--- config.mk ---
export PLATFORM = sky130hd
export DESIGN_NAME = gray_convert_arbiter
export DESIGN_NICKNAME = d
export VERILOG_FILES = /design/src/rtl/gray_convert_arbiter.sv
export SDC_FILE = /design/constraint.sdc
export NUM_CORES = 1
export LEC_CHECK = 0
export BUFFER_PORTS_ARGS = -buffer_cell sky130_fd_sc_hd__clkbuf_2
export CORE_MARGIN = 1
export CORE_UTILIZATION = 50
export CTS_BUF_LIST = sky130_fd_sc_hd__clkbuf_2
export CTS_CLUSTER_DIAMETER = 50
export DETAILED_ROUTE_END_ITERATION = 12
export GPL_TIMING_DRIVEN = 0
export MAX_ROUTING_LAYER = met4
export PLACE_DENSITY_LB_ADDON = 0.15
export SYNTH_ARGS = -nofsm -noshare
export SYNTH_HDL_FRONTEND = slang
export SYNTH_SLANG_ARGS = --single-unit
--- constraint.sdc ---
create_clock -name Sys_Clk -period 2 [get_ports Sys_Clk]
set_clock_uncertainty 0.1 [all_clocks]
set_input_delay 0.1 -clock Sys_Clk [delete_from_list [all_inputs] [get_ports Sys_Clk]]
set_output_delay 0.1 -clock Sys_Clk [all_outputs]
set_load 0.01 [all_outputs]
--- src/rtl/gray_convert_arbiter.sv ---
// Frame-granular round-robin arbiter sharing one RGB->gray converter between two
// pixel streams, with a 2-stage valid/ready pipeline around the converter.
module gray_convert_arbiter #(
    parameter logic FIRST_PRI = 1'b0
) (
    input  logic        Sys_Clk,
    input  logic        Sys_Rst_n,
    input  logic        S0_Valid,
    output logic        S0_Ready,
    input  logic [23:0] S0_Data,
    input  logic        S0_Last,
    input  logic [4:0]  S0_Accuracy,
    input  logic        S1_Valid,
    output logic        S1_Ready,
    input  logic [23:0] S1_Data,
    input  logic        S1_Last,
    input  logic [4:0]  S1_Accuracy,
    output logic [7:0]  Conv_R,
    output logic [7:0]  Conv_G,
    output logic [7:0]  Conv_B,
    output logic [4:0]  Conv_Accuracy,
    input  logic [7:0]  Conv_Gray,
    output logic        M_Valid,
    input  logic        M_Ready,
    output logic [7:0]  M_Gray,
    output logic        M_Id,
    output logic        M_Last,
    output logic [15:0] Frame_Cnt_S0,
    output logic [15:0] Frame_Cnt_S1
);

    typedef enum logic [1:0] {IDLE, LOCK0, LOCK1} state_e;

    state_e           state_q;
    logic             last_srv_q;
    logic [4:0]       acc_q;

    logic             valid1_q, id1_q, last1_q;
    logic [7:0]       conv_r_q, conv_g_q, conv_b_q;
    logic [4:0]       conv_acc_q;

    logic             m_valid_q, m_id_q, m_last_q;
    logic [7:0]       m_gray_q;

    logic [1:0][15:0] frame_cnt_q, frame_cnt_d;

    logic [1:0]       req_vld, req_last, rdy, acc_beat;
    logic [1:0][23:0] req_data;
    logic             sel, beat;
    logic             s1_can_load, s2_can_load, s2_load;

    assign req_vld  = {S1_Valid, S0_Valid};
    assign req_last = {S1_Last, S0_Last};
    assign req_data = {S1_Data, S0_Data};

    assign s2_can_load = !m_valid_q || M_Ready;
    assign s1_can_load = !valid1_q || s2_can_load;
    assign s2_load     = valid1_q && s2_can_load;

    // Ready must fall in the same cycle the pipeline fills, so it stays combinational.
    assign rdy[0]   = (state_q == LOCK0) && s1_can_load;
    assign rdy[1]   = (state_q == LOCK1) && s1_can_load;
    assign acc_beat = req_vld & rdy;
    assign sel      = (state_q == LOCK1);
    assign beat     = |acc_beat;

    function automatic logic [4:0] clamp_acc(input logic [4:0] a);
        return (a > 5'd20) ? 5'd20 : a;
    endfunction

    // last_srv_q resets to the loser so FIRST_PRI wins the first contention.
    always_ff @(posedge Sys_Clk or negedge Sys_Rst_n) begin
        if (!Sys_Rst_n) begin
            state_q    <= IDLE;
            last_srv_q <= ~FIRST_PRI;
            acc_q      <= '0;
        end else begin
            case (state_q)
                IDLE: begin
                    if (req_vld[0] && (!req_vld[1] || last_srv_q)) begin
                        state_q <= LOCK0;
                        acc_q   <= clamp_acc(S0_Accuracy);
                    end else if (req_vld[1]) begin
                        state_q <= LOCK1;
                        acc_q   <= clamp_acc(S1_Accuracy);
                    end
                end
                LOCK0: begin
                    if (acc_beat[0] && req_last[0]) begin
                        state_q    <= IDLE;
                        last_srv_q <= 1'b0;
                    end
                end
                LOCK1: begin
                    if (acc_beat[1] && req_last[1]) begin
                        state_q    <= IDLE;
                        last_srv_q <= 1'b1;
                    end
                end
                default: state_q <= IDLE;
            endcase
        end
    end

    always_ff @(posedge Sys_Clk or negedge Sys_Rst_n) begin
        if (!Sys_Rst_n) begin
            valid1_q   <= 1'b0;
            id1_q      <= 1'b0;
            last1_q    <= 1'b0;
            conv_r_q   <= '0;
            conv_g_q   <= '0;
            conv_b_q   <= '0;
            conv_acc_q <= '0;
        end else if (beat) begin
            valid1_q   <= 1'b1;
            id1_q      <= sel;
            last1_q    <= req_last[sel];
            conv_r_q   <= req_data[sel][23:16];
            conv_g_q   <= req_data[sel][15:8];
            conv_b_q   <= req_data[sel][7:0];
            conv_acc_q <= acc_q;
        end else if (s2_load) begin
            valid1_q   <= 1'b0;
        end
    end

    always_ff @(posedge Sys_Clk or negedge Sys_Rst_n) begin
        if (!Sys_Rst_n) begin
            m_valid_q <= 1'b0;
            m_gray_q  <= '0;
            m_id_q    <= 1'b0;
            m_last_q  <= 1'b0;
        end else if (s2_load) begin
            m_valid_q <= 1'b1;
            m_gray_q  <= Conv_Gray;
            m_id_q    <= id1_q;
            m_last_q  <= last1_q;
        end else if (M_Ready) begin
            m_valid_q <= 1'b0;
        end
    end

    // A frame counts as complete when its Last beat is accepted; wraps naturally.
    for (genvar g = 0; g < 2; g++) begin : g_cnt
        always_comb begin
            frame_cnt_d[g] = frame_cnt_q[g];
            if (acc_beat[g] && req_last[g])
                frame_cnt_d[g] = frame_cnt_q[g] + 16'd1;
        end

        always_ff @(posedge Sys_Clk or negedge Sys_Rst_n) begin
            if (!Sys_Rst_n) frame_cnt_q[g] <= '0;
            else            frame_cnt_q[g] <= frame_cnt_d[g];
        end
    end

    assign S0_Ready      = rdy[0];
    assign S1_Ready      = rdy[1];
    assign Conv_R        = conv_r_q;
    assign Conv_G        = conv_g_q;
    assign Conv_B        = conv_b_q;
    assign Conv_Accuracy = conv_acc_q;
    assign M_Valid       = m_valid_q;
    assign M_Gray        = m_gray_q;
    assign M_Id          = m_id_q;
    assign M_Last        = m_last_q;
    assign Frame_Cnt_S0  = frame_cnt_q[0];
    assign Frame_Cnt_S1  = frame_cnt_q[1];

endmodule

==> results.md, run 1 <==
- Status: completed
- Largest fanout on the critical path: 10
- Grt peak-use layer: met2
- Crit-path max cell delay: 0.58 ns
- Number of global-route vias before repair: 3484
- GR Layer Usage met2: 0.4678
- Max-cap check violation count: 0
- Max Root-Sink Buffers: 2
- Critical path class: reg2reg
- Via density: 5.303
- Setup violators final: 0
- Worst Hold Class: in2reg
- Syn Std Cell Area: 3781 sq um
- TritonCTS clock tree: done
- Grt met3 use: 0.08495
- Pleak: 2.741 nW
- Hold path depth: 4
- RSZ-0062 raised after global routing: false
- Die area: 7914 sq um
- Final setup TNS: 0 ns
- Gr ovfl total: 0
- First-pass GRT wire length: 16.83 mm
- Least-Margin Pin Slew: 0.5706 ns
- Ys flop type: dfrtp_1
- Layout Nets: 651
- EDFF count, synth: 0
- CP Capture Type: register
- Warnings from Yosys: 0
- # clock sinks: 83
- Period minus WS final: 1.986 ns
- Initial Util: 0.5185
- Hold Vio Cnt, Final: 0
- Worst Path Arrival: 2.34 ns
- Design area: 5680 sq um
- Routability congestion estimate from global placement: 0.7597
- CP most frequent cell: buf_6
- GRT met1 Usage: 0.3348
- Drt pass-1 iters: 4
- Number of I/O pins: 147
- Buf/Inv on CP: 4
- Std-Cell Rows: 31
- Sequential cell area fraction in the yosys report: 0.5496
- Fmax achieved: 503.5 MHz
- Placed instance area: 4661 sq um
- Max Slew Vio Count: 0
- Final critical-path share of the clock period: 0.9930
- # port buffers: 145
- Slew headroom: 0.6176
- Initial antenna violation count: 0
- Power density cells: 1121 nW/um^2
- ANT nets after route: 0
- Worst Setup Start Kind: register
- Fillers: 489
- Syn Area/Cell: 11.56 sq um
- Post-Route WL: 11.77 mm
- Skew-Pair Late Insertion Delay: 0.54 ns
- Top delay family on crit path: buffers and inverters
- Post-synth ARST share: 1.000
- Crit path depth: 7
- Area Overhead vs Synth: 50.23%
- Via count: 3601
- GRT Total Usage: 0.2956
- Post-route DRC violation count: 0
- H-tree depth: 3
- Mapped Cells: 327
- Core ar.: 7292 sq um
- Sequence of cells on the critical path: buf_6 -> nor2b_4 -> buf_6 -> buf_4 -> mux2i_1 -> dlygate4sd3_1 -> a21oi_1
- Die span in x: 88.96 microns
- WHS: 0.06773 ns
- # diodes: 0
- Library cells used by synthesis: 36
- Detailed Route Iter0 Violations: 138
- Avg WL per Cell: 17.34 microns
- Worst Reg-to-Reg Cells: 7
- Vert. Die Dim: 88.96 microns
- Clock-pin slew on the worst setup and hold paths: 0.23 ns
- Crit path max-delay cell type: dlygate4sd3_1
- CP Data Required Time: 2.35 ns
- Hpwl dp: 6.180 mm
- Clk root buf: clkbuf_2
- Syn_nets: 402
- Maximum vdd drop: 0.5750 mV
- Yosys reg bits: 83
- Fraction of layout cells with a size suffix above 1: 0.3672
- Largest net degree at the start of global routing: 47
- CTS Buf Count: 9
-- kinds of logic after synthesis --
kind of cell | after synthesis | share of synthesized area
buffers and inverters | 16 | 0.02812
muxes | 43 | 0.1195
xor gates and xnor gates | 30 | 0.06949
AOI/OAI and AO/OA | 40 | 0.05758
adders and majority gates | 2 | 0.006617
and+or+nand+nor | 113 | 0.1691
DFF | 83 | 0.5496
-- cell usage in the layout, fill, tap and decap left out, types with 2 or more instances in the layout --
master	Yosys	routed
mux2_2	17	17
nor3_2	2	2
and4_1	4	4
ha_1	2	2
dlygate4sd3_1	0	80
mux2i_1	26	26
buf_2	4	4
nand2b_1	3	3
xnor2_1	26	26
and3_1	5	5
a31oi_1	3	3
nand2_1	19	18
and2_1	5	5
dfrtp_1	82	82
nor2_1	36	36
buf_4	9	15
o21ai_0	7	7
buf_6	1	5
nand3b_1	4	4
nand4_1	10	10
a21oi_1	28	28
nand4b_1	2	2
nand3_1	15	15
clkbuf_2	0	154
clkinvlp_4	0	3
xor2_1	4	4
-- synthesized netlist by cell type (5+ instances only) --
cell,n,area share
dfrtp_1,82,0.54
nor2_1,36,0.036
a21oi_1,28,0.037
mux2i_1,26,0.069
xnor2_1,26,0.060
nand2_1,19,0.019
mux2_2,17,0.051
nand3_1,15,0.020
nand4_1,10,0.017
buf_4,9,0.018
o21ai_0,7,0.0093
and2_1,5,0.0083
and3_1,5,0.0083
-- path summary, 6_finish.rpt --
path                             startpoint               end  slack (ns)
setup / recovery                 state_q[0]         Conv_G[4]        0.01
hold / removal                  S1_Data[11]         Conv_G[3]        0.07
setup reg to reg                 state_q[0]         Conv_G[4]        0.01
hold reg to reg            Frame_Cnt_S1[15]  Frame_Cnt_S1[15]        0.39
max in group asynchronous         Sys_Rst_n        last_srv_q        0.84
min in group asynchronous         Sys_Rst_n         Conv_B[5]        0.44
-- repair_timing --
| action | in CTS | in global routing |
|---|---|---|
| hold buffers | 82 | 0 |
| setup endpoints to repair | 1 | 12 |
| gates cloned | 0 | 1 |
| pin swaps | 0 | 0 |
| endpoints found under the hold margin | 147 | 0 |
| buffers inserted | 0 | 10 |
| resized for setup | 1 | 10 |
-- tightest hold or removal path, delay by kind of cell --
family / cells / cell delay, ns
buffers and inverters: 2 / 0.31
muxes: 1 / 0.18
AOI/OAI and AO/OA: 1 / 0.08
-- cell type report --
| cell class | count | area (sq um) | share of cell area |
|---|---|---|---|
| sequential | 83 | 2078 | 0.3659 |
| inverter | 1 | 3.754 | 0.0006608 |
| clock buffer | 10 | 50.05 | 0.008811 |
| buffer | 14 | 106.4 | 0.01872 |
| multi-input combinational | 228 | 1612 | 0.2837 |
| tap | 99 | 123.9 | 0.02181 |
| timing repair buffer | 239 | 1675 | 0.2949 |
| clock inverter | 5 | 31.28 | 0.005507 |
-- registers in the layout, summed over array words and instances, names as in the netlist, 2 cells and up --
name           flops
Conv_G             8
state_q            2
Frame_Cnt_S1      16
Conv_R             8
Conv_B             8
Conv_Accuracy      5
Frame_Cnt_S0      16
M_Gray             8
acc_q              5
-- per-stage QoR --
stage | setup slack (ns) | power, mW | std cells | util
3_5_place_dp | 0.2719 | 5.112 | 572 | 0.6392
3_3_place_gp | -0.1102 | 5.021 | 571 | 0.6350
5_1_grt | 0.0005013 | 6.754 | 679 | 0.7790
4_1_cts | 0.02652 | 5.991 | 668 | 0.7637
2_1_floorplan | 0.4386 | 4.164 | 327 | -
6_report | 0.01401 | 6.369 | 679 | 0.7790
-- where the power goes --
part	switching, mW	leakage (nW)	total, mW	internal [mW]
Combinational	1.55	1.67	2.98	1.43
Clock	0.560	0.0475	0.714	0.154
Sequential	0.407	1.02	2.67	2.27
-- routing by layer --
metal | wire, microns | vias to the layer above | part of all wire
met5 | 0 | - | 0
met4 | 537 | 0 | 0.046
met3 | 949 | 58 | 0.081
met2 | 5615 | 192 | 0.48
met1 | 4669 | 1716 | 0.40
li1 | - | 1635 | -
Power figures use the tool's default switching activity.
==> run 2: changes to the inputs <==
--- a/config.mk
+++ b/config.mk
@@ -14,6 +14,7 @@
 export GPL_TIMING_DRIVEN = 0
 export MAX_ROUTING_LAYER = met4
 export PLACE_DENSITY_LB_ADDON = 0.15
+export RECOVER_POWER = 50
 export SYNTH_ARGS = -nofsm -noshare
 export SYNTH_HDL_FRONTEND = slang
 export SYNTH_SLANG_ARGS = --single-unit
==> results.md, run 2 (same netlist as run 1, synthesis figures left out) <==
- Status: completed
- Pleak: 2.639 nW
- Setup violators final: 0
- Die span in x: 88.96 microns
- Met1 WL: 4.728 mm
- Max-cap check violation count: 0
- Least-Margin Pin Slew: 0.8081 ns
- Via density: 5.311
- Worst Hold Class: in2reg
- Met2 WL: 5.807 mm
- Detailed Route Iter0 Violations: 169
- TritonCTS clock tree: done
- Largest net degree at the start of global routing: 47
- Area Overhead vs Synth: 49.04%
- Maximum vdd drop: 0.5732 mV
- GRT Total Usage: 0.2956
- Core ar.: 7292 sq um
- Critical path class: reg2reg
- Routability congestion estimate from global placement: 0.7597
- Crit-path max cell delay: 0.58 ns
- Via count: 3606
- Drt pass-1 iters: 4
- Period minus WS final: 1.975 ns
- # port buffers: 145
- Layout Nets: 651
- Final critical-path share of the clock period: 0.9877
- Max Root-Sink Buffers: 2
- ANT nets after route: 0
- Initial antenna violation count: 0
- # clock sinks: 83
- Clk root buf: clkbuf_2
- Vert. Die Dim: 88.96 microns
- Post-route DRC violation count: 0
- # diodes: 0
- Crit path max-delay cell type: dlygate4sd3_1
- Worst Path Arrival: 2.31 ns
- Most common cell after layout, fill and taps aside: clkbuf_2
- Hold Vio Cnt, Final: 0
- Sequence of cells on the critical path: buf_6 -> nor2b_4 -> buf_6 -> buf_4 -> mux2i_1 -> dlygate4sd3_1 -> a21oi_1
- Fillers: 513
- Fraction of layout cells with a size suffix above 1: 0.3086
- CP most frequent cell: buf_6
- Most frequent cells in the layout: clkbuf_2 (122), dfrtp_1 (82), dlygate4sd3_1 (80)
- H-tree depth: 3
- Post-placement worst setup slack: 0.2719 ns
- Die area: 7914 sq um
- Number of global-route vias before repair: 3484
- CP Data Required Time: 2.34 ns
- CTS Buf Count: 9
- WL met3: 875 microns
- Power density cells: 1118 nW/um^2
- Max Slew Vio Count: 0
- Highest layer used for signal routing: met4
- Skew-Pair Late Insertion Delay: 0.53 ns
- First-pass GRT wire length: 16.83 mm
- Hpwl dp: 6.180 mm
- Post-Route WL: 11.84 mm
- Std-Cell Rows: 31
- Avg WL per Cell: 17.44 microns
- Number of I/O pins: 147
- Slew headroom: 0.4613
- Fmax achieved: 506.2 MHz
- Largest fanout on the critical path: 10
- Clock-pin slew on the worst setup and hold paths: 0.24 ns
- Final worst slack: 0.02469 ns
- Worst Setup Start Kind: register
- RSZ-0062 raised after global routing: false
- CP Capture Type: register
- Total design power: 6.299 mW
- Gr ovfl total: 0
- Initial Util: 0.5185
[run 2: cell count changes in the layout (fill, tap and decap cells not counted), sizes merged]
cell	previous run	this run
buf	26	25
clkbuf	156	157
[run 2: worst max-delay path, delay by kind of cell, from the launching register on]
family          cells  cell delay (ns)
compound gates      1             0.08
buf+inv             4             1.00
flops               1             0.41
mux                 1             0.18
simple gates        1             0.15
[run 2: area by class of cell]
type,count,area [sq um],share of cell area
well taps,99,123.9,0.02198
clock buffers,10,50.05,0.008881
multi-input cells,228,1612,0.2860
flip-flops and latches,83,2078,0.3688
clock inverters,5,31.28,0.005551
repair buffers,239,1632,0.2895
inverters,1,3.754,0.0006661
plain buffers,14,105.1,0.01865
[run 2: power breakdown]
group	internal, mW	total [mW]	switching, mW
clock network	0.154	0.712	0.557
registers	2.27	2.67	0.407
logic	1.36	2.91	1.56
total	3.78	6.30	2.52
[run 2: path summary, 6_finish.rpt]
kind	startpoint	cells after the start	to	slack [ns]
hold reg to reg	Frame_Cnt_S1[15]	1	Frame_Cnt_S1[15]	0.39
setup / recovery	state_q[0]	7	Conv_G[4]	0.02
hold / removal	S1_Data[11]	4	Conv_G[3]	0.09
setup reg to reg	state_q[0]	7	Conv_G[4]	0.02
min in group asynchronous	Sys_Rst_n	3	Conv_B[5]	0.65
max in group asynchronous	Sys_Rst_n	4	last_srv_q	0.42
[run 2: repair_timing]
item,4_1_cts,5_1_grt
buffers inserted,0,10
gates resized for setup,1,10
cloned,0,1
endpoints found under the setup margin,1,12
hold endpoints to repair,147,0
hold buffers,82,0
[run 2: per-layer routing]
metal  GRT usage  vias up
met5           -        -
met4      0.1775        0
met3     0.08495       45
met2      0.4678      186
met1      0.3348     1740
li1            -     1635
[run 2: stage by stage]
step | hold WS [ns] | cells | utilization | TNS, ns | area [sq um]
finish | 0.09489 | 679 | 0.7728 | 0 | 5635
global route | 0.02019 | 679 | 0.7728 | 0 | 5635
CTS | 0.1921 | 668 | 0.7637 | 0 | 5569
detailed placement | 0.04407 | 572 | 0.6392 | 0 | 4661
global placement | 0.2327 | 571 | 0.6350 | -8.632 | 4631
floorplan | -0.2956 | 327 | - | 0 | 3781
==> run 3: changes to the inputs <==
--- a/config.mk
+++ b/config.mk
@@ -7,8 +7,7 @@
 export LEC_CHECK = 0
 export BUFFER_PORTS_ARGS = -buffer_cell sky130_fd_sc_hd__clkbuf_2
 export CORE_MARGIN = 1
-export CORE_UTILIZATION = 50
-export CTS_BUF_LIST = sky130_fd_sc_hd__clkbuf_2
+export CORE_UTILIZATION = 49
 export CTS_CLUSTER_DIAMETER = 50
 export DETAILED_ROUTE_END_ITERATION = 12
 export GPL_TIMING_DRIVEN = 0
==> results.md, run 3 (same netlist as run 1, synthesis figures left out) <==
- Design area: 5460 sq um
- GRT Total Usage: 0.2678
- Initial antenna violation count: 0
- Pleak: 2.461 nW
- Final critical-path share of the clock period: 0.9523
- Skew-Pair Late Insertion Delay: 0.34 ns
- Max Root-Sink Buffers: 2
- Fmax achieved: 525.1 MHz
- Max Slew Vio Count: 0
- Worst Setup Start Kind: register
- Vert. Die Dim: 89.85 microns
- Post-route DRC violation count: 0
- Fin cells: 655
- Std-Cell Rows: 31
- Gr ovfl total: 0
- Clock-pin slew on the worst setup and hold paths: 0.08 ns
- Most common cell after layout, fill and taps aside: dfrtp_1
- Initial Util: 0.5131
- Worst Path Arrival: 2.03 ns
- Setup violators final: 0
- Period minus WS final: 1.905 ns
- ANT nets after route: 0
- Post-Route WL: 10.39 mm
- Clk root buf: clkbuf_8
- Most frequent cells in the layout: dfrtp_1 (82), clkbuf_2 (79), clkbuf_1 (67)
- Hold Vio Cnt, Final: 0
- Drt pass-1 iters: 4
- H-tree depth: 3
- Via density: 5.157
- # diodes: 0
- Sequential cell area: 2078 sq um
- Detailed Route Iter0 Violations: 94
- Fraction of layout cells with a size suffix above 1: 0.2500
- Layout Nets: 626
- Die area: 8072 sq um
- Hpwl dp: 6.194 mm
- Critical R2R Launch: state_q[1]
- Fillers: 563
- Status: completed
- Worst Hold Launch: S1_Data[18]
- CP Capture Type: register
- Post-Place Cells: 572
- Worst Hold Class: in2reg
- Largest fanout on the critical path: 10
- Maximum vdd drop: 0.6760 mV
- Area occupied by multi-input gates: 1602 sq um
- TritonCTS clock tree: done
- CP Data Required Time: 2.12 ns
- WHS: 0.02800 ns
- CP most frequent cell: buf_6
- CTS Buf Count: 9
- Number of I/O pins: 147
- # port buffers: 145
- Slew headroom: 0.3116
- # clock sinks: 83
- Number of global-route vias before repair: 3371
- Least-Margin Pin Slew: 1.033 ns
- Power density cells: 1178 nW/um^2
- Via count: 3378
- Avg WL per Cell: 15.87 microns
- Crit path max-delay cell type: dlygate4sd3_1
- Placed instance area: 4653 sq um
- Critical path class: reg2reg
- Core ar.: 7370 sq um
- Routability congestion estimate from global placement: 0.7883
- Crit-path max cell delay: 0.56 ns
- Setup crit start: state_q[1]
- Sequence of cells on the critical path: buf_6 -> nor2b_1 -> buf_6 -> mux2i_1 -> dlygate4sd3_1 -> a21oi_1
- Max-cap check violation count: 0
- Area Overhead vs Synth: 44.41%
- Die span in x: 89.85 microns
- First-pass GRT wire length: 16.55 mm
- Largest net degree at the start of global routing: 44
[run 3: cell count changes in the layout (fill, tap and decap cells not counted), sizes merged]
cell	before	now
dlymetal6s4s	1	0
clkbuf	157	156
clkinvlp	3	1
dlygate4sd3	80	65
bufinv	0	1
inv	1	3
buf	25	17
[run 3: worst max-delay path, delay by kind of cell (launching register included)]
| kind | cells | cell delay [ns] |
|---|---|---|
| compound gates | 1 | 0.06 |
| buf+inv | 3 | 0.88 |
| flops | 1 | 0.36 |
| mux | 1 | 0.21 |
| simple gates | 1 | 0.17 |
[run 3: final cells by class]
type,instances,area share
clock inverter,6,0.01329
sequential,83,0.3806
multi-input combinational,228,0.2933
timing repair buffer,213,0.2434
inverter,1,0.0006874
buffer,15,0.02085
tap,99,0.02269
clock buffer,10,0.02521
[run 3: metrics by stage]
| stage | setup TNS (ns) | worst slack [ns] | utilization | total power [mW] |
|---|---|---|---|---|
| after floorplan | 0 | 0.4386 | - | 4.164 |
| after global placement | -9.180 | -0.1158 | 0.6284 | 5.024 |
| after detailed placement | 0 | 0.2708 | 0.6314 | 5.115 |
| after CTS | 0 | 0.04052 | 0.7482 | 6.479 |
| after global routing | -0.002621 | -0.002621 | 0.7409 | 6.842 |
| final | 0 | 0.09549 | 0.7409 | 6.431 |
[run 3: routing by layer]
metal | share of wire | GRT usage | wire length (microns)
met1 | 0.41 | 0.3281 | 4265
met2 | 0.49 | 0.4173 | 5107
met3 | 0.063 | 0.06176 | 654
met4 | 0.035 | 0.1352 | 365
met5 | 0 | - | 0
[run 3: report_power, final]
group          internal [mW]  switching (mW)  leakage [nW]
clock network          0.624           0.614         0.103
registers               2.27           0.363          1.02
logic                   1.15            1.41          1.34
total                   4.05            2.38          2.46
[run 3: repair_timing]
action | in CTS | in global routing
endpoints found under the hold margin | 75 | 0
setup endpoints to repair | 0 | 5
gates resized for setup | 0 | 5
setup buffers | 0 | 2
hold buffers | 65 | 0
[run 3: final timing paths]
| check | to | slack [ns] | cells after the start |
|---|---|---|---|
| min reg2reg | Frame_Cnt_S1[15] | 0.38 | 1 |
| max reg2reg | Conv_R[1] | 0.1 | 6 |
| max in group asynchronous | Conv_R[1] | 0.64 | 3 |
| min in group asynchronous | M_Gray[4] | 0.38 | 2 |
| min | Conv_R[2] | 0.03 | 3 |
| max | Conv_R[1] | 0.1 | 6 |
